File: config.mk
export PLATFORM = sky130hd
export DESIGN_NAME = serial_frame_receiver
export DESIGN_NICKNAME = d
export VERILOG_FILES = /design/src/rtl/serial_frame_receiver.sv
export SDC_FILE = /design/constraint.sdc
export NUM_CORES = 1
export LEC_CHECK = 0
export CORE_MARGIN = 1.5
export CORE_UTILIZATION = 40
export DETAILED_ROUTE_END_ITERATION = 8
export GPL_TIMING_DRIVEN = 0
export PLACE_DENSITY = 0.72
export SLEW_MARGIN = 5
export SYNTH_ARGS = -nofsm -noshare
export SYNTH_HDL_FRONTEND = slang
export SYNTH_SLANG_ARGS = --single-unit
File: constraint.sdc
create_clock -name clk -period 5.3 [get_ports clk]
set_input_delay 1.59 -clock clk [delete_from_list [all_inputs] [get_ports clk]]
set_output_delay 1.59 -clock clk [all_outputs]
set_load 0.01 [all_outputs]
File: src/rtl/serial_frame_receiver.sv
// Serial-to-parallel receiver for the shifter link: assembles WIDTH-bit frames in either
// bit order and presents them through a one-word valid/ready holding register.
module serial_frame_receiver #(
    parameter int WIDTH = 8
) (
    input  logic             clk,
    input  logic             reset,
    input  logic             enable,
    input  logic             start,
    input  logic             right_left,
    input  logic             s_in,
    input  logic             out_ready,
    input  logic             clr_overrun,
    output logic [WIDTH-1:0] p_out,
    output logic             out_valid,
    output logic             busy,
    output logic             overrun
);

    localparam int CW = $clog2(WIDTH) + 1;

    typedef enum logic {
        IDLE,
        SHIFT
    } state_t;

    state_t           state_q, state_d;
    logic [WIDTH-1:0] sr_q, sr_d;
    logic [CW-1:0]    bit_cnt_q, bit_cnt_d;
    logic             order_q, order_d;
    logic [WIDTH-1:0] p_out_q, p_out_d;
    logic             out_valid_q, out_valid_d;
    logic             overrun_q, overrun_d;

    logic             new_frame;
    logic             take_bit;
    logic             frame_order;
    logic [WIDTH-1:0] base;
    logic [WIDTH-1:0] shifted;
    logic [CW-1:0]    cnt_inc;
    logic             complete;
    logic             load;

    // A start strobe always opens a fresh frame from a cleared register, so a resync
    // mid-frame cannot leak bits of the abandoned word into the new one.
    assign new_frame   = enable && start;
    assign take_bit    = enable && (start || (state_q == SHIFT));
    assign frame_order = new_frame ? right_left : order_q;
    assign base        = new_frame ? '0 : sr_q;
    assign shifted     = frame_order ? {s_in, base[WIDTH-1:1]} : {base[WIDTH-2:0], s_in};
    assign cnt_inc     = new_frame ? CW'(1) : bit_cnt_q + CW'(1);
    assign complete    = take_bit && (cnt_inc == CW'(WIDTH));
    assign load        = complete && (!out_valid_q || out_ready);

    always_comb begin
        // NOTE: every _d gets a hold default first so no path through the if-tree infers a latch.
        state_d     = state_q;
        sr_d        = sr_q;
        bit_cnt_d   = bit_cnt_q;
        order_d     = order_q;
        p_out_d     = p_out_q;
        out_valid_d = out_valid_q;
        overrun_d   = overrun_q;

        if (out_valid_q && out_ready) out_valid_d = 1'b0;
        if (clr_overrun)              overrun_d   = 1'b0;

        if (take_bit) begin
            sr_d      = shifted;
            order_d   = frame_order;
            bit_cnt_d = cnt_inc;
            state_d   = SHIFT;
            if (complete) begin
                state_d   = IDLE;
                bit_cnt_d = '0;
                if (load) begin
                    p_out_d     = shifted;
                    out_valid_d = 1'b1;
                end else begin
                    // Drop is applied after the clear so a same-cycle drop keeps the flag set.
                    overrun_d = 1'b1;
                end
            end
        end
    end

    always_ff @(posedge clk) begin
        // NOTE: state registers use non-blocking assignment so every flop samples pre-edge values.
        if (reset) begin
            state_q     <= IDLE;
            sr_q        <= '0;
            bit_cnt_q   <= '0;
            order_q     <= 1'b0;
            p_out_q     <= '0;
            out_valid_q <= 1'b0;
            overrun_q   <= 1'b0;
        end else begin
            state_q     <= state_d;
            sr_q        <= sr_d;
            bit_cnt_q   <= bit_cnt_d;
            order_q     <= order_d;
            p_out_q     <= p_out_d;
            out_valid_q <= out_valid_d;
            overrun_q   <= overrun_d;
        end
    end

    assign p_out     = p_out_q;
    assign out_valid = out_valid_q;
    assign busy      = (state_q == SHIFT);
    assign overrun   = overrun_q;

endmodule

After elaboration in Yosys (flattened, before gate mapping)
Cells that the tools add are included.

Multiplexer cells: 14. Equality and inequality tests: 1. Add/sub/neg operators: 1. Reduce and logical (&&, ||, !) cells: 9.

Operators with widths (count): $mux 8 (2); $mux 1 (10); $mux 4 (2); $logic_and 1x1->1 (5); $add 4x1->4 const B (1); $eq 4x4->1 const B (1); $reduce_and 3->1 (1); $logic_or 1x1->1 (2); $logic_not 1->1 (1).

Input port bits: 8. Word-level logic and storage cells: 32. Output and inout port bits: 11. Register bits: 24.

Longest topological paths before layout
Word-level depth: 8. Depth in mapped cells: 6. Depth with buffers taken out: 5.

Worst setup path before layout
No wires, ideal clock.

Kind: input-to-reg. Start: in start. End: reg p_out_q[6], in the netlist p_out[6]. Data required time: 5.230 ns. Data arrival time: 2.964 ns. Cell stages on the path: 5. Library setup time: 0.070 ns. Buffers on the path: 1. Slack: 2.266 ns. Path through: nand3b_4 > or4b_1 > clkbuf_2 > or4_1 > a21oi_1.

Cells in the longest elaborated chain, start to end: 6. Elaborated cells on any way between the ends: 11. Those cells by class: eq/ne (1); mux (4); reduce/logical (6).

Ends and longest elaborated chain: start: declaration (line 9) `input logic start,`; $logic_and 1x1->1 (line 46) `assign new_frame = enable && start;`; $mux 4 (line 51) `assign cnt_inc = new_frame ? CW'(1) : bit_cnt_q + CW'(1);`; $eq 4x4->1 (line 52) `assign complete = take_bit && (cnt_inc == CW'(WIDTH));`; $logic_and 1x1->1 (line 52); $logic_and 1x1->1 (line 53) `assign load = complete && (!out_valid_q || out_ready);`; $reduce_and 3->1 (no line); end signal: assignment (line 102) `p_out_q <= p_out_d;`; end: declaration (line 31) `logic [WIDTH-1:0] p_out_q, p_out_d;`.

Parallel ways exist; a longest one is shown, timed or not. A chain may end at the register's enable or synchronous reset.

Worst setup path in the final report
Start: in start. End: reg p_out_q[7], in the netlist p_out[7].

Same word-level chain as after synthesis.

==> results.toml <==
[run_status]
outcome = "complete, no violations"

[global_routing]
grt_usage = 0.176
grt_first_pass_wirelength_mm = 4.35
grt_antenna_before_repair = 0
via_count_of_the_first_global_routing_pass = 949
grt_max_degree = 15
global_route_total_overflow = 0

[timing]
max_freq_mhz = 291
maxSlewHeadroom = 0.266
final_total_negative_setup_slack_ns = 0
finalWorstPathRequiredPeriod_ns = 3.44
clock-skew-final_ns = 0.00672
grt_setup_unrepaired = "no"
final_critical_path_setup_slack_ns = 1.86
worstMarginPinSlew_ns = 1.09
finalHoldViolations = 0
fin_crit_sh = 0.649
setup_violations = 0
report.final.slew_viol_count = 0

[setup_path]
arrival_ns = 3.68
startpoint_type = "input pin"
critPathMaxFanout = 7
cp_data_required_time_ns = 5.54
rr_worst_depth = 5
endpoint_kind = "flop"
worst_r2r_setup_slack_ns = 2.98
critPathKind = "input pin to flop"
r2r_end = "p_out[7]$_SDFFE_PP0P_"
worst_r2r_startpoint = "bit_cnt_q[0]$_SDFFE_PP0P_"

[logic_synthesis]
dominantRegCellSynth = "sky130_fd_sc_hd__dfxtp_1"
synth.top_cell.area_share = 0.439
synthesized_flop_and_latch_total = 24
synth_enable_flop_cells = 0
synthesized_area_per_cell_um2 = 8.55
synthesis.yosys.warnings = 0
synth_largest_area_cell = "sky130_fd_sc_hd__dfxtp_1"
mappedNetlistArea_mm2 = 0.00109
synth.area.top_cells = "sky130_fd_sc_hd__dfxtp_1, sky130_fd_sc_hd__nor2_1, sky130_fd_sc_hd__a21oi_1"
post_synth_inst_count = 128
synth_sequential_area_ratio = 0.439
mappedNetlistNets = 137
synthArstFlopShare = 0
synthMostInstantiatedCell = "sky130_fd_sc_hd__dfxtp_1"
yosysUniqueCellTypes = 35
synthTopCellsByCount = "sky130_fd_sc_hd__dfxtp_1, sky130_fd_sc_hd__nor2_1, sky130_fd_sc_hd__a21oi_1, sky130_fd_sc_hd__o21ai_0"

[cts]
ctsHoldBuffers = 0
cts_max_path_buffers = 2
post_cts_resize_count = 0
worstSkewPairLatency_ns = 0.32
tritoncts.num_buffers = 3
cts.reportedPaths.clkPinSlew_ns = 0.14
clock_tree_from_tritoncts = "done"
tritoncts_num_sinks = 24
post_cts.repair.setup_buffers = 0
h-tree-depth = 1
clockRootBuffer = "sky130_fd_sc_hd__clkbuf_4"

[place]
number_of_i_o_port_buffers = 17
dp.final_hpwl_mm = 1.82
pre_cts_setup_slack_ns = 1.56
gp_congestion = 0.815

[hold_path]
hold_start = "p_out[5]$_SDFFE_PP0P_"
hold_path_class = "flop to flop"
min_delay_path_depth = 2
min_delay_worst_endpoint = "p_out[5]$_SDFFE_PP0P_"

[floorplan]
floorplan.initialDensity = 0.434
rows = 18
chipWidth_um = 55.3
design.core.area_mm2 = 0.00252
dieArea_mm2 = 0.00306
io-pin-count = 19
fp.dieH_um = 55.3

[final_layout]
storage_element_area_um2 = 480
multi_input_area_um2 = 579
areaGrowthSynthToFinish_pct = 23.8
post_route_cells_drive_above_1_share = 0.0537
nNetsFinal = 159
num-fill-cells = 249
antenna_cells = 0

[routing]
detail_route.iter0.violations = 25
route.antenna.remaining_nets = 0
wl_per_cell_um = 14.0
avgViaCountPerCell = 5.67
drt_pre_antenna_iters = 4
vias_after_detailed_routing = 1015
drcViolationCount = 0
finalWirelength_mm = 2.51

[power]
p_total_uw = 350
leakage_nw = 0.475
max-vdd-ir-drop_v = 0.000157
powerDensity_mw_per_mm2 = 259

[run]
max_cap_violations = 0
## layout by cell type (no fill, tap or decap), types with 2 or more instances in the layout
master / count
sky130_fd_sc_hd__a211oi_1: 4
sky130_fd_sc_hd__a21oi_1: 15
sky130_fd_sc_hd__o21ai_0: 7
sky130_fd_sc_hd__nand3_1: 6
sky130_fd_sc_hd__inv_1: 3
sky130_fd_sc_hd__nor3_1: 3
sky130_fd_sc_hd__clkdlybuf4s50_1: 17
sky130_fd_sc_hd__nand2b_1: 2
sky130_fd_sc_hd__clkbuf_4: 3
sky130_fd_sc_hd__a22oi_1: 6
sky130_fd_sc_hd__nand3b_1: 2
sky130_fd_sc_hd__clkbuf_1: 4
sky130_fd_sc_hd__xor2_1: 2
sky130_fd_sc_hd__mux2i_1: 6
sky130_fd_sc_hd__dfxtp_1: 24
sky130_fd_sc_hd__nand2_1: 3
sky130_fd_sc_hd__nor2_1: 21
## power by group
part / internal (mW) / switching [mW] / total (mW)
logic: 0.0122 / 0.0165 / 0.0287
clock network: 0.0765 / 0.0591 / 0.136
registers: 0.183 / 0.00281 / 0.186
total: 0.272 / 0.0784 / 0.350
## area by class of cell
class,count,area share
plain buffers,6,0.0175
clock buffers,3,0.0166
clock inverters,1,0.0222
inverters,3,0.00831
multi-input cells,95,0.428
flip-flops and latches,24,0.355
well taps,30,0.0277
repair buffers,17,0.126
## registers in the layout (all words and copies together), names as in the netlist
| signal | cells |
|---|---|
| overrun | 1 |
| out_valid | 1 |
| bit_cnt_q | 4 |
| order_q | 1 |
| sr_q | 8 |
| busy | 1 |
| p_out | 8 |
## cell families (layout without fill, tap and decap cells)
group / count (synthesis) / after routing / share of synthesized area
muxes: 6 / 6 / 0.0549
DFF: 24 / 24 / 0.439
adders and majority gates: 1 / 1 / 0.0114
and+or+nand+nor: 48 / 48 / 0.235
buffers and inverters: 9 / 30 / 0.0320
AOI/OAI and AO/OA: 37 / 37 / 0.203
xor gates and xnor gates: 3 / 3 / 0.0240
## critical path, cell delays in order
cell	delay (ns)
sky130_fd_sc_hd__clkdlybuf4s50_1	0.50
sky130_fd_sc_hd__nand3b_4	0.23
sky130_fd_sc_hd__nor4b_1	0.90
sky130_fd_sc_hd__a21oi_1	0.18
sky130_fd_sc_hd__a211oi_1	0.27
## stage by stage
stage                      util  hold slack [ns]  cell area [um^2]  cells
after floorplan               -            0.449              1090    128
after global placement    0.516            0.461              1300    175
after detailed placement  0.516            0.471              1300    175
after CTS                 0.537            0.491              1360    179
after global routing      0.537            0.521              1360    179
final                     0.537            0.489              1360    179
## per-layer routing
metal	vias to the layer above	GRT usage	wire [um]
li1	502	-	-
met3	6	0.0234	86
met4	0	0.111	68
met2	20	0.279	1180
met5	-	0	0
met1	487	0.225	1170
## worst max path at each step
stage                     slack, ns  cells after the start  startpoint               endpoint
after floorplan                2.27                      5       start  p_out[6]$_SDFFE_PP0P_
after global placement         1.59                      6       start  p_out[6]$_SDFFE_PP0P_
final                          1.86                      5       start  p_out[7]$_SDFFE_PP0P_
after global routing           1.62                      5       start  p_out[7]$_SDFFE_PP0P_
after CTS                      1.89                      6       start  p_out[6]$_SDFFE_PP0P_
after detailed placement       1.56                      6       start  p_out[6]$_SDFFE_PP0P_
Note: power is estimated with default switching activity, not from simulation.
